### config.mk
export PLATFORM = sky130hd
export DESIGN_NAME = arb_requester
export DESIGN_NICKNAME = d
export VERILOG_FILES = /design/src/rtl/arb_pkg.sv /design/src/rtl/arb_req_chan.sv /design/src/rtl/arb_requester.sv
export SDC_FILE = /design/constraint.sdc
export NUM_CORES = 1
export LEC_CHECK = 0
export CAP_MARGIN = 15
export CORE_MARGIN = 8
export CORE_UTILIZATION = 55
export DETAILED_ROUTE_END_ITERATION = 7
export PLACE_DENSITY = 0.79
export REMOVE_ABC_BUFFERS = 1
export SYNTH_ARGS = -nofsm -noshare
export SYNTH_HDL_FRONTEND = slang
export SYNTH_HIERARCHICAL = 1
export SYNTH_SLANG_ARGS = --single-unit
### constraint.sdc
create_clock -name clk -period 5.1 [get_ports clk]
set_input_delay 1.02 -clock clk [delete_from_list [all_inputs] [get_ports clk]]
set_output_delay 1.02 -clock clk [all_outputs]
set_load 0.02 [all_outputs]
### src/rtl/arb_pkg.sv
// Shared definitions for the arbiter requester: per-channel state encoding,
// channel count, retry limit and a wait-timeout helper.
package arb_pkg;

  typedef enum logic [1:0] {
    ST_IDLE = 2'd0,
    ST_REQ  = 2'd1,
    ST_GAP  = 2'd2
  } chan_state_t;

  localparam int NUM_CH      = 3;
  localparam int RETRY_LIMIT = 8;
  localparam int RETRY_W     = 4;
  localparam int WAIT_W      = 4;

  // True when the cycle now ending in REQ is the last one allowed before retry.
  function automatic logic wait_expired(input logic [WAIT_W-1:0] cnt,
                                        input int                limit);
    return (int'(cnt) + 1) == limit;
  endfunction

endpackage

### src/rtl/arb_req_chan.sv
// One requester channel: pending-job counter, IDLE/REQ/GAP request FSM,
// wait counter and sticky flags. ARB_REQ_RETRY_LIMIT_EN adds a retry limit.
module arb_req_chan
  import arb_pkg::*;
#(
  parameter int PEND_W   = 3,
  parameter int WAIT_CYC = 2
) (
  input  logic              clk,
  input  logic              rstn,
  input  logic              job,
  input  logic              gnt,
  output logic              r,
  output logic [PEND_W-1:0] pend,
  output logic              ovf,
  output logic              err
);

  localparam logic [PEND_W-1:0] PEND_MAX = '1;

  chan_state_t       state;
  logic [WAIT_W-1:0] wait_cnt;
  logic              in_req;
  logic              take;
  logic              timeout;
  logic              discard;
  logic              dec;
  logic              drop;
  logic [PEND_W-1:0] pend_nxt;

  assign in_req  = (state == ST_REQ);
  assign take    = in_req & gnt;
  assign timeout = in_req & ~gnt & wait_expired(wait_cnt, WAIT_CYC);

`ifdef ARB_REQ_RETRY_LIMIT_EN
  logic [RETRY_W-1:0] retry_cnt;

  // The timeout that would make the count reach the limit discards the head job.
  assign discard = timeout && (retry_cnt == RETRY_W'(RETRY_LIMIT - 1));

  always_ff @(posedge clk or negedge rstn) begin
    if (!rstn) begin
      retry_cnt <= '0;
    end else if (take || discard) begin
      retry_cnt <= '0;
    end else if (timeout) begin
      retry_cnt <= retry_cnt + 1'b1;
    end
  end
`else
  assign discard = 1'b0;
`endif

  assign dec = take | discard;

  // Enqueue and dequeue on the same edge cancel; a full counter drops the job.
  always_comb begin
    pend_nxt = pend;
    drop     = 1'b0;
    if (job && !dec) begin
      if (pend == PEND_MAX) begin
        drop = 1'b1;
      end else begin
        pend_nxt = pend + 1'b1;
      end
    end else if (!job && dec) begin
      pend_nxt = pend - 1'b1;
    end
  end

  always_ff @(posedge clk or negedge rstn) begin
    if (!rstn) begin
      state    <= ST_IDLE;
      r        <= 1'b0;
      wait_cnt <= '0;
      pend     <= '0;
      ovf      <= 1'b0;
      err      <= 1'b0;
    end else begin
      pend <= pend_nxt;
      if (drop) begin
        ovf <= 1'b1;
      end
      if (gnt && !in_req) begin
        err <= 1'b1;
      end
      case (state)
        ST_IDLE: begin
          if (pend != '0) begin
            state    <= ST_REQ;
            r        <= 1'b1;
            wait_cnt <= '0;
          end
        end
        ST_REQ: begin
          // The arbiter only sees rising edges, so every exit passes through GAP.
          if (take || timeout) begin
            state <= ST_GAP;
            r     <= 1'b0;
          end else begin
            wait_cnt <= wait_cnt + 1'b1;
          end
        end
        ST_GAP: begin
          if (pend != '0) begin
            state    <= ST_REQ;
            r        <= 1'b1;
            wait_cnt <= '0;
          end else begin
            state <= ST_IDLE;
            r     <= 1'b0;
          end
        end
        default: begin
          state <= ST_IDLE;
          r     <= 1'b0;
        end
      endcase
    end
  end

endmodule

### src/rtl/arb_requester.sv
// Three independent request channels feeding a fixed-priority arbiter.
// Optional retry limit per channel via ARB_REQ_RETRY_LIMIT_EN.
module arb_requester
  import arb_pkg::*;
#(
  parameter int PEND_W   = 3,
  parameter int WAIT_CYC = 2
) (
  input  logic              clk,
  input  logic              rstn,
  input  logic              job1,
  input  logic              job2,
  input  logic              job3,
  input  logic              a1,
  input  logic              a2,
  input  logic              a3,
  output logic              r1,
  output logic              r2,
  output logic              r3,
  output logic [PEND_W-1:0] pend1,
  output logic [PEND_W-1:0] pend2,
  output logic [PEND_W-1:0] pend3,
  output logic [2:0]        ovf,
  output logic [2:0]        err
);

  logic [NUM_CH-1:0] job_v;
  logic [NUM_CH-1:0] gnt_v;
  logic [NUM_CH-1:0] req_v;
  logic [PEND_W-1:0] pend_v [NUM_CH];

  assign job_v = {job3, job2, job1};
  assign gnt_v = {a3, a2, a1};

  for (genvar i = 0; i < NUM_CH; i++) begin : g_chan
    arb_req_chan #(
      .PEND_W   (PEND_W),
      .WAIT_CYC (WAIT_CYC)
    ) u_chan (
      .clk  (clk),
      .rstn (rstn),
      .job  (job_v[i]),
      .gnt  (gnt_v[i]),
      .r    (req_v[i]),
      .pend (pend_v[i]),
      .ovf  (ovf[i]),
      .err  (err[i])
    );
  end

  assign r1    = req_v[0];
  assign r2    = req_v[1];
  assign r3    = req_v[2];
  assign pend1 = pend_v[0];
  assign pend2 = pend_v[1];
  assign pend3 = pend_v[2];

endmodule

-- After elaboration in Yosys (flattened, before gate mapping)
Cells that the tools add are included.
- output and inout port bits: 18
- bits of input ports: 8
- bits in registers: 36
- logic and storage cells: 162
- mux-type cells: 48
- reduce and logical (&&, ||, !) cells: 45
- add/subtract/negate cells: 12
- bitwise logic cells: 12
- eq/ne operators: 27
- operator list (operator ; number):
    == test 32 x 3 -> 1 bit, second input constant ; 3
    two-way mux 3 bit ; 9
    two-way mux 4 bit ; 6
    case mux 4 bit (2 select lines) ; 3
    two-way mux 1 bit ; 18
    inequality test 2 bit, second input constant ; 9
    case mux 2 bit (3 select lines) ; 3
    adder 4 x 1 -> 5 bit, second input constant ; 3
    adder 4 x 1 -> 4 bit, second input constant ; 3
    two-way mux 2 bit ; 6
    inequality test 2 x 1 -> 1 bit, second input constant ; 6
    AND reduction 2 bit ; 6
    nonzero test 2 bit ; 6
    adder 3 x 1 -> 3 bit, second input constant ; 3
    AND 1 bit ; 9
    == test 3 bit, second input constant ; 3
    logical AND 1 bit ; 9
    zero test 1 bit ; 9
    case mux 1 bit (3 select lines) ; 3
    AND reduction 3 bit ; 3
    nonzero test 3 bit ; 3
    subtractor 3 x 1 -> 3 bit, second input constant ; 3
    == test 2 x 1 -> 1 bit, second input constant ; 3
    == test 2 bit, second input constant ; 3
    4 further kinds ; 12

-- Depth between registers and ports, before layout
- depth after elaboration: 6
- depth in mapped cells: 7

-- Modules after synthesis
The synthesis kept the hierarchy.
- by module, submodules not included (module ; times used ; cells each ; seq. area each (µm²) ; area an instance (µm²)):
    arb_req_chan ; 3 ; 70 ; 300.3 ; 686.9

-- Least setup slack after synthesis
OpenSTA, ideal clock, no wires.
- path kind: input-to-reg
- from: in a1
- to: reg g_chan[0].u_chan.pend[2]
- path slack: 2.606 ns
- path buffers: 1
- cell stages on the path: 6
- data arrival time: 2.374 ns
- library setup time: 0.120 ns
- path through: nand3b_1 buf_2 nand2_1 fa_1 or3_1 a31o_2
- longest elaborated chain between the ends: 5
- elaborated cells on any way between the ends: 8
- those cells by class: 1 x eq/ne; 1 x mux; 1 x bitwise; 5 x reduce/logical
- ends and longest elaborated chain (what ; RTL line ; text):
    start, declared ; arb_requester.sv:14 ; input logic a1,
    AND 1 bit * ; arb_req_chan.sv:32 ; assign take = in_req & gnt;
    zero test 1 bit ; arb_req_chan.sv:60 ; if (job && !dec) begin
    logical AND 1 bit ; arb_req_chan.sv:60 ;
    inequality test 2 bit (no source line) or nonzero test 2 bit (tied branches) ; - ;
    AND reduction 2 bit (no source line) ; - ;
    end signal, assigned ; arb_req_chan.sv:80 ; pend <= pend_nxt;
    end, declared ; arb_req_chan.sv:14 ; output logic [PEND_W-1:0] pend,
Mark *: on every way between the ends. The rest lies on a longest branch, timed or not.
A chain may end at the register's enable or synchronous reset.

-- Worst setup path in the final report
Ends and elaborated chain as after synthesis.

==> impl_metrics.env <==
export IMPL_ant_nets=0
export IMPL_hold_buffers=0
export IMPL_die_area_um2=5960
export IMPL_worst_pin_slew_ns=0.785
export IMPL_p_seq_frac=0.388
export IMPL_async_flop_share=1.00
export IMPL_grt_pass1_vias=1483
export IMPL_vias=1597
export IMPL_synthCells=210
export IMPL_cts_tree="done"
export IMPL_cpLargestDelayFamily="simple AND/OR/NAND/NOR gates"
export IMPL_io_pins=26
export IMPL_worst_ep_required_time_ns=5.28
export IMPL_synth_edf_count=0
export IMPL_comb_power_share=0.466
export IMPL_wirelength_um=3860
export IMPL_port_buffers=25
export IMPL_maxCapViolCount=0
export IMPL_ys_warn_count=6
export IMPL_clk_latency_ns=0.29
export IMPL_clock_sinks=36
export IMPL_clockBufferDepth=2
export IMPL_grt_pass1_wl_um=6770
export IMPL_cp_data_arrival_time_ns=3.07
export IMPL_antenna_found_initial=0
export IMPL_syn_cell_area_um2=2060
export IMPL_synth_seq_cells=36
export IMPL_hold_violations=0
export IMPL_cpPeakStageDelay_ns=0.48
export IMPL_dr_first_iter_drc_count=141
export IMPL_drive_gt1_frac=0.110
export IMPL_vdd_drop_max_mv=0.401
export IMPL_gr_total_overflow=0
export IMPL_p_per_area_nw_per_um2=619
export IMPL_post_cts_setup_buffers=0
export IMPL_setup_ws_ns=2.21
export IMPL_via_per_inst=5.62
export IMPL_core_area_um2=3630
export IMPL_slew_viol_final=0
export IMPL_cp_max_fo=12
export IMPL_ys_seq_area_frac=0.437
export IMPL_grt_total_usage=0.137
export IMPL_drt_pass1_iterations=4
export IMPL_switching_share=0.416
export IMPL_initial_core_util=0.567
export IMPL_total_power_mw=1.49
export IMPL_path_buf_inv=1
export IMPL_fin_cells=284
export IMPL_ctsResizeCount=0
export IMPL_fin_worst_skew_ns=0.00545
export IMPL_antenna_cells=0
export IMPL_finalCriticalPeriod_ns=2.89
export IMPL_crit_path_start_kind="input pin"
export IMPL_clkPwrFrac=0.146
export IMPL_crit_chain="clkdlybuf4s50_1 > nand3b_1 > nand2_1 > fa_1 > or3_1 > a31o_2"
export IMPL_post_place_ws_ns=1.92
export IMPL_fin_nets=253
export IMPL_whs_path_depth=1
export IMPL_globalplace_congestion=0.772
export IMPL_syn_avg_cell_area_um2=9.81
export IMPL_num_rows=22
export IMPL_slowest_stage="clkdlybuf4s50_1"
export IMPL_end_kind="register"
export IMPL_hp_class="reg2reg"
export IMPL_ys_flop_type="dfrtp_1"
export IMPL_placed_cells=277
export IMPL_wire_per_inst_um=13.6
export IMPL_drc=0
export IMPL_fp_dieH_um=77.2
export IMPL_grt_max_degree=37
export IMPL_fmax_ghz=0.346
export IMPL_dieWidth_um=77.2
export IMPL_cts_root_buf="clkbuf_8"
export IMPL_htreeDepth=2
export IMPL_post_route_period_util=0.566
export IMPL_numCtsBuffers=5
export IMPL_path_class="in2reg"
export IMPL_area_delta_synth_final_pct=17.1
export IMPL_rsz0062_at_grt="no"
export IMPL_clk_pin_slew_ns=0.07
export IMPL_rr_worst_depth=5
export IMPL_leakage_nw=1.04
export IMPL_internal_power_mw=0.872
export IMPL_p_switching_mw=0.622
export IMPL_outcome="completed"
export IMPL_finalSetupViolCount=0
export IMPL_yosysUniqueCellTypes=35
export IMPL_relSlewSlack=0.477
export IMPL_tns_ns=0
export IMPL_place_hpwl_um=2720
export IMPL_cp_num_cells=6
final timing paths:
kind	from	to	slack, ns
setup / recovery	a1	g_chan[0].u_chan/pend[2]	2.21
hold / removal	g_chan[2].u_chan/err	g_chan[2].u_chan/err	0.45
setup reg to reg	g_chan[0].u_chan/state[0]	g_chan[0].u_chan/pend[2]	2.93
hold reg to reg	g_chan[2].u_chan/err	g_chan[2].u_chan/err	0.45
max in group asynchronous	rstn	g_chan[0].u_chan/wait_cnt[1]	3.79
min in group asynchronous	rstn	g_chan[1].u_chan/r	0.81
power groups by stage:
stage	Clock, mW	Combinational, mW	Sequential [mW]
after detailed placement	0	0.699	0.584
after CTS	0.225	0.706	0.581
after global placement	0	0.684	0.585
final	0.219	0.696	0.579
after global routing	0.234	0.775	0.609
after floorplan	0	0.444	0.607
cells in the mapped netlist (all sizes together), types with 6 or more instances:
library cell   n  area (um2)
nor2           6        22.5
buf            6        48.8
nor3           6        30.0
a21oi         12        71.3
dfrtp         36         901
o21ai         15        75.1
ha             6        75.1
nand3         12        60.1
nand2         30         113
inv           12        45.0
worst register-to-register path, cell delays in order, from the launching register on:
cell and delay (ns):
dfrtp_1 0.47, nand3b_1 0.38, nand2_1 0.16, fa_1 0.42, or3_1 0.39, a31o_2 0.24
per-stage QoR:
stage | area, um2 | utilization | hold slack (ns)
after global routing | 2410 | 0.664 | 0.470
after global placement | 2320 | 0.638 | 0.449
after CTS | 2410 | 0.664 | 0.460
after detailed placement | 2320 | 0.638 | 0.449
final | 2410 | 0.664 | 0.453
after floorplan | 2010 | - | 0.523
cells by family after synthesis:
family,Yosys count,synth area share
compound gates,51,0.177
xor+xnor,3,0.0128
fa+ha+maj,9,0.0656
buf+inv,18,0.0455
flops,36,0.437
mux,6,0.0364
simple gates,87,0.226
layer usage:
metal  track usage  share of wire  routed length (um)
met1         0.174           0.47                1830
met2         0.211           0.48                1840
met3        0.0373          0.031                 119
met4        0.0623          0.018                  70
met5             0              0                   0
state kept, by name, indices dropped and copies added, names as in the netlist:
| register | flops |
|---|---|
| g_chan.u_chan/ovf | 3 |
| g_chan.u_chan/r | 3 |
| g_chan.u_chan/wait_cnt | 12 |
| g_chan.u_chan/state | 6 |
| g_chan.u_chan/pend | 9 |
| g_chan.u_chan/err | 3 |
cell type report:
type	count	area [um2]
Inverter	12	45.0
Multi-Input combinational cell	156	1070
Timing Repair Buffer	25	245
Sequential cell	36	901
Tap cell	48	60.1
Clock buffer	7	96.3
Fill cell	296	1220
placed cells by master, fill, tap and decap left out:
cell type	n
a21o_1	3
a21oi_1	9
a21oi_2	3
a221oi_1	3
a31o_2	3
and2_1	3
and3_1	3
buf_2	1
clkbuf_8	7
clkdlybuf4s50_1	24
dfrtp_1	36
fa_1	3
ha_1	6
inv_1	12
mux2_4	3
mux2i_1	3
nand2_1	30
nand2b_1	3
nand3_1	12
nand3b_1	3
nand4_1	3
nor2_1	6
nor2b_1	3
nor3_1	6
nor3b_2	3
nor4b_1	3
o21ai_0	15
o21bai_1	3
o22ai_1	3
o2bb2ai_1	3
o311ai_0	3
o41ai_2	3
or2_2	3
or2b_1	3
or3_1	3
xnor2_1	3
Note: power is estimated with default switching activity, not from simulation.
